**config.mk**
```make
export PLATFORM = sky130hd
export DESIGN_NAME = lsu_mem_initiator_flat
export DESIGN_NICKNAME = d
export VERILOG_FILES = /design/src/rtl/lsu_mem_initiator_if.sv /design/src/rtl/lsu_mem_initiator.sv /design/src/flat_wrapper.sv
export SDC_FILE = /design/constraint.sdc
export NUM_CORES = 1
export LEC_CHECK = 0
export BUFFER_PORTS_ARGS = -buffer_cell sky130_fd_sc_hd__buf_2
export CAP_MARGIN = 20
export CELL_PAD_IN_SITES_DETAIL_PLACEMENT = 0
export CELL_PAD_IN_SITES_GLOBAL_PLACEMENT = 1
export CORE_MARGIN = 2
export CORE_UTILIZATION = 34
export CTS_BUF_LIST = sky130_fd_sc_hd__clkbuf_8
export DETAILED_ROUTE_END_ITERATION = 6
export PLACE_DENSITY_LB_ADDON = 0.1
export SLEW_MARGIN = 5
export SYNTH_ARGS = -nofsm -noshare
export SYNTH_HDL_FRONTEND = slang
export SYNTH_SLANG_ARGS = --single-unit
```
**constraint.sdc**
```tcl
create_clock -name clk -period 1.55 [get_ports clk]
set_input_delay 0.0775 -clock clk [delete_from_list [all_inputs] [get_ports clk]]
set_output_delay 0.0775 -clock clk [all_outputs]
set_load 0.02 [all_outputs]
```
**src/rtl/lsu_mem_initiator_if.sv**
```systemverilog
// Purpose: request/response handshake and data-memory bus of the load/store
//          initiator, bundled so core side and initiator share one connection.
// Signals:
//   req_valid/req_ready    request handshake (ready = initiator idle)
//   req_store, req_funct3  access kind and RISC-V size/sign encoding
//   req_addr, req_wdata    byte address and store data
//   resp_valid             one-cycle response pulse
//   resp_rdata, resp_err   extended load data / rejected-request flag
//   mem_A, mem_WD, mem_WE  word index, write data and write enable to memory
//   mem_RD                 combinational read data from memory
// Modports: master = core/memory side, slave = initiator.
interface lsu_mem_initiator_if;
    logic        req_valid;
    logic        req_ready;
    logic        req_store;
    logic [2:0]  req_funct3;
    logic [31:0] req_addr;
    logic [31:0] req_wdata;
    logic        resp_valid;
    logic [31:0] resp_rdata;
    logic        resp_err;
    logic [31:0] mem_A;
    logic [31:0] mem_WD;
    logic        mem_WE;
    logic [31:0] mem_RD;

    modport master (
        output req_valid, req_store, req_funct3, req_addr, req_wdata, mem_RD,
        input  req_ready, resp_valid, resp_rdata, resp_err, mem_A, mem_WD, mem_WE
    );

    modport slave (
        input  req_valid, req_store, req_funct3, req_addr, req_wdata, mem_RD,
        output req_ready, resp_valid, resp_rdata, resp_err, mem_A, mem_WD, mem_WE
    );
endinterface

```
**src/rtl/lsu_mem_initiator.sv**
```systemverilog
// Purpose: converts one byte-addressed RISC-V load/store per handshake into
//          word-indexed data-memory accesses. Sub-word stores are done as
//          read-modify-write; loads are aligned and sign/zero-extended.
// Ports:
//   clk  system clock, rising edge
//   rst  synchronous active-low reset
//   lsu  lsu_mem_initiator_if.slave: request, response and memory bus
// Memory outputs (mem_A/mem_WD/mem_WE) are state decodes; mem_WE is also
// gated by rst so a reset landing on a WRITE cycle never touches memory.
module lsu_mem_initiator #(
    parameter int unsigned ADDR_LIMIT = 1024
) (
    input  logic                 clk,
    input  logic                 rst,
    lsu_mem_initiator_if.slave   lsu
);

    localparam int unsigned AW = $clog2(ADDR_LIMIT);
    localparam int unsigned DW = 32;

    typedef enum logic [2:0] {
        S_IDLE,
        S_LOAD,
        S_READ,
        S_WRITE,
        S_ERR,
        S_RESP
    } state_e;

    state_e          state_q, state_d;
    logic [AW-1:0]   addr_q, addr_d;
    logic [2:0]      funct3_q, funct3_d;
    logic [DW-1:0]   wdata_q, wdata_d;
    logic [DW-1:0]   merge_q, merge_d;
    logic            resp_valid_q, resp_valid_d;
    logic            resp_err_q, resp_err_d;
    logic [DW-1:0]   resp_rdata_q, resp_rdata_d;

    logic            req_err_c;
    logic [4:0]      shamt_c;
    logic [DW-1:0]   shifted_c;
    logic [DW-1:0]   load_ext_c;
    logic [DW-1:0]   mask_c;
    logic [DW-1:0]   merged_c;
    logic [DW-1:0]   mem_a_c;
    logic [DW-1:0]   mem_wd_c;
    logic            mem_we_c;

    // Request classification: bad encoding, misalignment or out-of-range.
    always_comb begin
        logic f3_ok;
        logic misalign;
        logic range_bad;
        if (lsu.req_store) begin
            f3_ok = (lsu.req_funct3 == 3'b000) || (lsu.req_funct3 == 3'b001) ||
                    (lsu.req_funct3 == 3'b010);
        end else begin
            f3_ok = (lsu.req_funct3 == 3'b000) || (lsu.req_funct3 == 3'b001) ||
                    (lsu.req_funct3 == 3'b010) || (lsu.req_funct3 == 3'b100) ||
                    (lsu.req_funct3 == 3'b101);
        end
        misalign  = ((lsu.req_funct3[1:0] == 2'b01) && lsu.req_addr[0]) ||
                    ((lsu.req_funct3[1:0] == 2'b10) && (lsu.req_addr[1:0] != 2'b00));
        range_bad = (lsu.req_addr >= DW'(ADDR_LIMIT));
        req_err_c = !f3_ok || misalign || range_bad;
    end

    // Little-endian lane shift shared by load extraction and store merge.
    always_comb begin
        shamt_c   = {addr_q[1:0], 3'b000};
        shifted_c = lsu.mem_RD >> shamt_c;
        case (funct3_q)
            3'b000:  load_ext_c = {{24{shifted_c[7]}}, shifted_c[7:0]};
            3'b001:  load_ext_c = {{16{shifted_c[15]}}, shifted_c[15:0]};
            3'b100:  load_ext_c = {24'h0, shifted_c[7:0]};
            3'b101:  load_ext_c = {16'h0, shifted_c[15:0]};
            default: load_ext_c = shifted_c;
        endcase
        mask_c   = (funct3_q[0] ? 32'h0000_FFFF : 32'h0000_00FF) << shamt_c;
        merged_c = (merge_q & ~mask_c) | ((wdata_q << shamt_c) & mask_c);
    end

    // Next-state and memory-bus decode.
    always_comb begin
        state_d      = state_q;
        addr_d       = addr_q;
        funct3_d     = funct3_q;
        wdata_d      = wdata_q;
        merge_d      = merge_q;
        resp_err_d   = resp_err_q;
        resp_rdata_d = resp_rdata_q;
        mem_a_c      = '0;
        mem_wd_c     = '0;
        mem_we_c     = 1'b0;

        case (state_q)
            S_IDLE: begin
                if (lsu.req_valid) begin
                    addr_d   = lsu.req_addr[AW-1:0];
                    funct3_d = lsu.req_funct3;
                    wdata_d  = lsu.req_wdata;
                    if (req_err_c) begin
                        state_d = S_ERR;
                    end else if (!lsu.req_store) begin
                        state_d = S_LOAD;
                    end else if (lsu.req_funct3 == 3'b010) begin
                        state_d = S_WRITE;
                    end else begin
                        state_d = S_READ;
                    end
                end
            end
            S_LOAD: begin
                mem_a_c      = DW'(addr_q[AW-1:2]);
                resp_rdata_d = load_ext_c;
                resp_err_d   = 1'b0;
                state_d      = S_RESP;
            end
            S_READ: begin
                mem_a_c = DW'(addr_q[AW-1:2]);
                merge_d = lsu.mem_RD;
                state_d = S_WRITE;
            end
            S_WRITE: begin
                mem_a_c      = DW'(addr_q[AW-1:2]);
                mem_wd_c     = funct3_q[1] ? wdata_q : merged_c;
                mem_we_c     = rst;
                resp_rdata_d = '0;
                resp_err_d   = 1'b0;
                state_d      = S_RESP;
            end
            S_ERR: begin
                resp_rdata_d = '0;
                resp_err_d   = 1'b1;
                state_d      = S_RESP;
            end
            S_RESP: begin
                state_d = S_IDLE;
            end
            default: begin
                state_d = S_IDLE;
            end
        endcase

        resp_valid_d = (state_d == S_RESP);
    end

    // State and datapath registers, synchronous active-low reset.
    always_ff @(posedge clk) begin
        if (!rst) begin
            state_q      <= S_IDLE;
            addr_q       <= '0;
            funct3_q     <= '0;
            wdata_q      <= '0;
            merge_q      <= '0;
            resp_valid_q <= 1'b0;
            resp_err_q   <= 1'b0;
            resp_rdata_q <= '0;
        end else begin
            state_q      <= state_d;
            addr_q       <= addr_d;
            funct3_q     <= funct3_d;
            wdata_q      <= wdata_d;
            merge_q      <= merge_d;
            resp_valid_q <= resp_valid_d;
            resp_err_q   <= resp_err_d;
            resp_rdata_q <= resp_rdata_d;
        end
    end

    assign lsu.req_ready  = (state_q == S_IDLE);
    assign lsu.resp_valid = resp_valid_q;
    assign lsu.resp_err   = resp_err_q;
    assign lsu.resp_rdata = resp_rdata_q;
    assign lsu.mem_A      = mem_a_c;
    assign lsu.mem_WD     = mem_wd_c;
    assign lsu.mem_WE     = mem_we_c;

endmodule

```
**src/flat_wrapper.sv**
```systemverilog
// flat-port wrapper written by rule: the top's interface ports become plain ports
module lsu_mem_initiator_flat 
#(
    parameter int unsigned ADDR_LIMIT = 1024
)
  (clk, rst, lsu_req_valid, lsu_req_store, lsu_req_funct3, lsu_req_addr, lsu_req_wdata, lsu_mem_RD, lsu_req_ready, lsu_resp_valid, lsu_resp_rdata, lsu_resp_err, lsu_mem_A, lsu_mem_WD, lsu_mem_WE);
  lsu_mem_initiator_if lsu_i ();
  input  logic clk;
  input  logic rst;
  input wire logic [$bits(lsu_i.req_valid)-1:0] lsu_req_valid;
  input wire logic [$bits(lsu_i.req_store)-1:0] lsu_req_store;
  input wire logic [$bits(lsu_i.req_funct3)-1:0] lsu_req_funct3;
  input wire logic [$bits(lsu_i.req_addr)-1:0] lsu_req_addr;
  input wire logic [$bits(lsu_i.req_wdata)-1:0] lsu_req_wdata;
  input wire logic [$bits(lsu_i.mem_RD)-1:0] lsu_mem_RD;
  output wire logic [$bits(lsu_i.req_ready)-1:0] lsu_req_ready;
  output wire logic [$bits(lsu_i.resp_valid)-1:0] lsu_resp_valid;
  output wire logic [$bits(lsu_i.resp_rdata)-1:0] lsu_resp_rdata;
  output wire logic [$bits(lsu_i.resp_err)-1:0] lsu_resp_err;
  output wire logic [$bits(lsu_i.mem_A)-1:0] lsu_mem_A;
  output wire logic [$bits(lsu_i.mem_WD)-1:0] lsu_mem_WD;
  output wire logic [$bits(lsu_i.mem_WE)-1:0] lsu_mem_WE;
  assign lsu_i.req_valid = lsu_req_valid;
  assign lsu_i.req_store = lsu_req_store;
  assign lsu_i.req_funct3 = lsu_req_funct3;
  assign lsu_i.req_addr = lsu_req_addr;
  assign lsu_i.req_wdata = lsu_req_wdata;
  assign lsu_i.mem_RD = lsu_mem_RD;
  assign lsu_req_ready = lsu_i.req_ready;
  assign lsu_resp_valid = lsu_i.resp_valid;
  assign lsu_resp_rdata = lsu_i.resp_rdata;
  assign lsu_resp_err = lsu_i.resp_err;
  assign lsu_mem_A = lsu_i.mem_A;
  assign lsu_mem_WD = lsu_i.mem_WD;
  assign lsu_mem_WE = lsu_i.mem_WE;
  lsu_mem_initiator #(.ADDR_LIMIT(ADDR_LIMIT)) u_core (.clk(clk), .rst(rst), .lsu(lsu_i));
endmodule
```
* Yosys cells after proc, flatten, opt, wreduce, memory -nomap -nowiden
Cells that the tools add are included.
** Word-level totals
- Input port bits :: 103
- Output and inout bits :: 100
- Word-level logic and storage cells :: 65
- Bits in registers :: 114
** Cells by class
- Equality and inequality tests :: 14
- Bitwise gates (word level) :: 4
- Muxes and demuxes :: 14
- Reduce and logical (&&, ||, !) cells :: 21
- Shifts and indexed selects :: 3
- Magnitude comparators :: 1
** Operator list (number)
- 32-bit case mux with 4 select lines :: 1
- 32-bit bitwise AND :: 2
- 32-bit two-way mux :: 2
- 32-bit case mux with 2 select lines :: 1
- 32-bit by 5-bit left shift with 32-bit output :: 2
- 32-bit by 11-bit >= comparator with 1-bit output, second input constant :: 1
- 32-bit inverter :: 1
- 32-bit bitwise OR :: 1
- 32-bit by 5-bit >> shifter with 32-bit output :: 1
- 3-bit == test, second input constant :: 6
- 16-bit two-way mux :: 1
- 3-bit by 1-bit == test with 1-bit output, second input constant :: 3
- 3-bit by 2-bit == test with 1-bit output, second input constant :: 3
- 3-bit zero test :: 3
- 3-bit two-way mux :: 3
- 3-bit case mux with 3 select lines :: 1
- 8-bit two-way mux :: 1
- 1-bit logical OR :: 7
- 2-bit nonzero test :: 3
- 3-bit OR reduction :: 2
- 2-bit OR reduction :: 2
- 1-bit two-way mux :: 3
- 2-bit by 1-bit == test with 1-bit output, second input constant :: 1
- 2-bit == test, second input constant :: 1
- 4 further kinds :: 5

* Depth between registers and ports, before layout
- Depth after elaboration :: 13
- Mapped depth :: 7
- Mapped depth without buffers :: 4

* Least setup slack after synthesis
No wires, ideal clock.
- Path type :: reg-to-output
- From :: reg u_core.addr_q[0]
- To :: out lsu_mem_WD[21]
- Data arrival time :: 1681 ps
- Buffers on the path :: 3
- Cell stages (with the launch flop) :: 7
- Required time :: 1472 ps
- Path slack :: -208 ps
- Cells stage by stage :: dfxtp_1 > buf_2 > buf_2 > buf_2 > a211oi_1 > a211o_1 > a21oi_1
** Between the ends
- Cells in the longest elaborated chain, start to end :: 6
- Elaborated cells between the ends (all ways) :: 8
- Those cells by class :: 2 x shift; 2 x mux; 4 x bitwise
** Ends and longest elaborated chain
- start, declared :: line lsu_mem_initiator.sv:31 : logic [AW-1:0] addr_q, addr_d;
- start signal, assigned :: line lsu_mem_initiator.sv:161 : addr_q <= addr_d;
- 32-bit by 5-bit left shift with 32-bit output :: line lsu_mem_initiator.sv:79 : mask_c = (funct3_q[0] ? 32'h0000_FFFF : 32'h0000_00FF) << shamt_c;
- 32-bit inverter :: line lsu_mem_initiator.sv:80 : merged_c = (merge_q & ~mask_c) | ((wdata_q << shamt_c) & mask_c);
- 32-bit bitwise AND :: line lsu_mem_initiator.sv:80
- 32-bit bitwise OR (*) :: line lsu_mem_initiator.sv:80
- 32-bit two-way mux (*) :: line lsu_mem_initiator.sv:126 : mem_wd_c = funct3_q[1] ? wdata_q : merged_c;
- 32-bit two-way mux (*) :: line lsu_mem_initiator.sv:96 : case (state_q)
- end, declared :: line flat_wrapper.sv:21 : output wire logic [$bits(lsu_i.mem_WD)-1:0] lsu_mem_WD;
Mark *: on every way between the ends. The rest lies on a longest branch, timed or not.

* Worst setup path in the final report
- From :: reg u_core.funct3_q[0]
- To :: out lsu_mem_WD[9]
** Between the ends
- Cells in the longest elaborated chain, start to end :: 7
- Elaborated cells between the ends (all ways) :: 8
- Those cells by class :: 1 x shift; 3 x mux; 4 x bitwise
** Ends and longest elaborated chain
- start, declared :: line lsu_mem_initiator.sv:32 : logic [2:0] funct3_q, funct3_d;
- start signal, assigned :: line lsu_mem_initiator.sv:162 : funct3_q <= funct3_d;
- 16-bit two-way mux (*) :: line lsu_mem_initiator.sv:79
- 32-bit by 5-bit left shift with 32-bit output (*) :: line lsu_mem_initiator.sv:79
- 32-bit inverter :: line lsu_mem_initiator.sv:80
- 32-bit bitwise AND :: line lsu_mem_initiator.sv:80
- 32-bit bitwise OR (*) :: line lsu_mem_initiator.sv:80
- 32-bit two-way mux (*) :: line lsu_mem_initiator.sv:126
- 32-bit two-way mux (*) :: line lsu_mem_initiator.sv:96
Marks and branches as above.

==> flow_metrics.env <==
export IMPL_numPortBuffers=178
export IMPL_syn_avg_cell_area_um2=8.06
export IMPL_dr_pass1_iters=5
export IMPL_finalCritPeriodShare_pct=125
export IMPL_status="complete, but fails checks"
export IMPL_synth_seq_cells=114
export IMPL_clk_latency_ps=450
export IMPL_drv_slew=0
export IMPL_dieWidth_um=135
export IMPL_cts_tree="yes"
export IMPL_final_nets=1119
export IMPL_fin_crit_ps=1940
export IMPL_grt_pass1_vias=6057
export IMPL_setup_violations_final=98
export IMPL_critPathSlowestCell="dfxtp_4"
export IMPL_cts_root_buf="clkbuf_8"
export IMPL_wl_per_cell_um=18.3
export IMPL_cp_max_fo=6
export IMPL_endpoint_kind="output pin"
export IMPL_fmax_ghz=0.516
export IMPL_cpMostUsedCell="buf_6"
export IMPL_cts_sinks=114
export IMPL_ys_dominant_reg_cell="dfxtp_1"
export IMPL_yosys_area_top_type="dfxtp_1"
export IMPL_ant_nets=0
export IMPL_yosys_top_cells_area="dfxtp_1 (39%), nand2_1 (13%), a21oi_1 (10%)"
export IMPL_clk_path_buf_depth=2
export IMPL_powerDensity_mw_per_mm2=1010
export IMPL_synthArstFlopShare_pct=0
export IMPL_crit_path_max_incr_delay_ps=380
export IMPL_layout_common_cells="nand2_1 (178), buf_2 (136), dfxtp_1 (108)"
export IMPL_cp_start_kind="flip-flop"
export IMPL_ir_drop_uv=573
export IMPL_violations="setup timing"
export IMPL_track_usage_pct=23.4
export IMPL_p_total_mw=9.62
export IMPL_synth_top_area_share_pct=39.2
export IMPL_vias=6419
export IMPL_die_area_mm2=0.0182
export IMPL_synth_seq_area_share_pct=39.2
export IMPL_grt_pass1_wl_um=32900
export IMPL_dieHeight_um=135
export IMPL_layout_commonest_cell="nand2_1"
export IMPL_worstPathCellList="o21ba_4, buf_6, a211o_1, a21oi_2, buf_6"
export IMPL_yosysWarnings=0
export IMPL_drt_iter0_drc=352
export IMPL_cts_made_buffers=17
export IMPL_required_ps=1470
export IMPL_gp_congestion=0.841
export IMPL_routed_wl_um=22900
export IMPL_synth_edf_count=0
export IMPL_leakage_nw=3.81
export IMPL_rsz0062_at_grt="yes"
export IMPL_grt_max_degree=50
export IMPL_synth_area_mm2=0.00583
export IMPL_synth_cells=723
export IMPL_h_tree_depth=4
export IMPL_io_pins=203
export IMPL_insertedDiodeCount=0
export IMPL_drive_gt1_share_pct=42.0
export IMPL_coreArea_mm2=0.0167
export IMPL_final_hold_viol_count=0
export IMPL_synth_distinct_cells=49
export IMPL_rows=47
export IMPL_antenna_found_initial=0
export IMPL_worstSetupPathType="flip-flop to output pin"
export IMPL_route_detailed_drc=0
export IMPL_dp_hpwl_um=14900
export IMPL_min_path_type="input port to flip-flop"
export IMPL_crit_arrival_ps=1860
export IMPL_setup_ws_ps=-387
export IMPL_avgViaCountPerCell=5.14
export IMPL_finalClockSkew_ps=11.4
export IMPL_gr_total_overflow=0
export IMPL_path_clk_slew_ps=80
export IMPL_whs_ps=88.3
export IMPL_start_util_pct=34.9
export IMPL_area_growth_pct=64.3
export IMPL_maxCapViolations=0
repair_timing:
item | in CTS | in global routing
hold endpoints to repair | 86 | 0
buffers inserted | 13 | 8
resized for setup | 126 | 82
cloned | 4 | 8
pin swaps | 43 | 46
hold buffers | 79 | 0
endpoints found under the setup margin | 66 | 91
layout make-up:
type,count,area (um2)
well taps,220,275
repair buffers,334,2900
flip-flops and latches,114,2300
multi-input cells,546,3700
clock inverters,15,148
clock buffers,17,234
inverters,3,11.3
fillers,1521,7130
final timing paths:
check / endpoint / depth (start not counted) / startpoint / slack (ps)
setup / recovery: lsu_mem_WD[9] / 5 / u_core.funct3_q[0] / -390
hold / removal: u_core.merge_q[23] / 4 / lsu_mem_RD[23] / 90
setup reg to reg: u_core.lsu.resp_rdata[9] / 7 / u_core.addr_q[0] / -230
hold reg to reg: u_core.wdata_q[29] / 2 / u_core.wdata_q[29] / 460
per-layer routing:
layer | vias up | part of all wire, % | global-route usage, %
li1 | 3083 | - | -
met1 | 3035 | 45 | 32.1
met2 | 264 | 47 | 36.9
met3 | 37 | 6.0 | 4.69
met4 | 0 | 2.3 | 8.22
met5 | - | 0 | 0
report_power, final:
part	leakage (nW)	switching, mW	internal (mW)
logic	2.68	1.82	1.61
registers	0.931	0.242	3.21
clock network	0.193	1.43	1.31
sequential cells by signal (all words and copies together), names as in the netlist:
name                   flops
u_core.addr_q             10
u_core.lsu.resp_err        1
u_core.lsu.resp_valid      1
u_core.lsu.resp_rdata     32
u_core.funct3_q            3
u_core.wdata_q            32
u_core.state_q             3
u_core.merge_q            32
worst max-delay path: cells and delay by family, from the launching register on:
family | cells | cell delay [ps]
AOI/OAI and AO/OA | 3 | 760
buffers and inverters | 2 | 260
DFF | 1 | 380
Yosys cell counts, drive strengths merged, types with 2 or more instances:
| library cell | count |
|---|---|
| a211o | 24 |
| a211oi | 8 |
| a21oi | 118 |
| a221o | 16 |
| a22oi | 8 |
| and2 | 10 |
| buf | 51 |
| clkbuf | 33 |
| dfxtp | 114 |
| inv | 3 |
| mux2 | 8 |
| mux2i | 25 |
| mux4 | 9 |
| nand2 | 197 |
| nand3 | 2 |
| nand3b | 3 |
| nand4 | 2 |
| nor2 | 31 |
| nor2b | 10 |
| nor3 | 4 |
| nor3b | 3 |
| nor4 | 6 |
| o21a | 2 |
| o21ai | 4 |
| o22ai | 3 |
| o2bb2ai | 16 |
| or2 | 2 |
per-stage QoR:
stage | setup TNS [ps] | setup WS (ps) | util (%) | area [um2] | std cells
final | -17040 | -387 | 57.3 | 9580 | 1249
after global routing | -23690 | -468 | 57.3 | 9580 | 1249
after CTS | -14800 | -417 | 54.1 | 9030 | 1236
after detailed placement | -1370 | -119 | 43.5 | 7270 | 1109
after global placement | -732 | -73.9 | 43.5 | 7270 | 1109
after floorplan | -1190 | -109 | - | 6070 | 746
cells by family after synthesis:
| kind of cell | after synthesis | share of synthesized area, % |
|---|---|---|
| compound gates | 204 | 23.0 |
| buf+inv | 87 | 8.18 |
| flops | 114 | 39.2 |
| mux | 42 | 9.32 |
| other cells | 1 | 0.0643 |
| simple gates | 275 | 20.3 |
No activity file was read; power rests on OpenSTA's default activity.
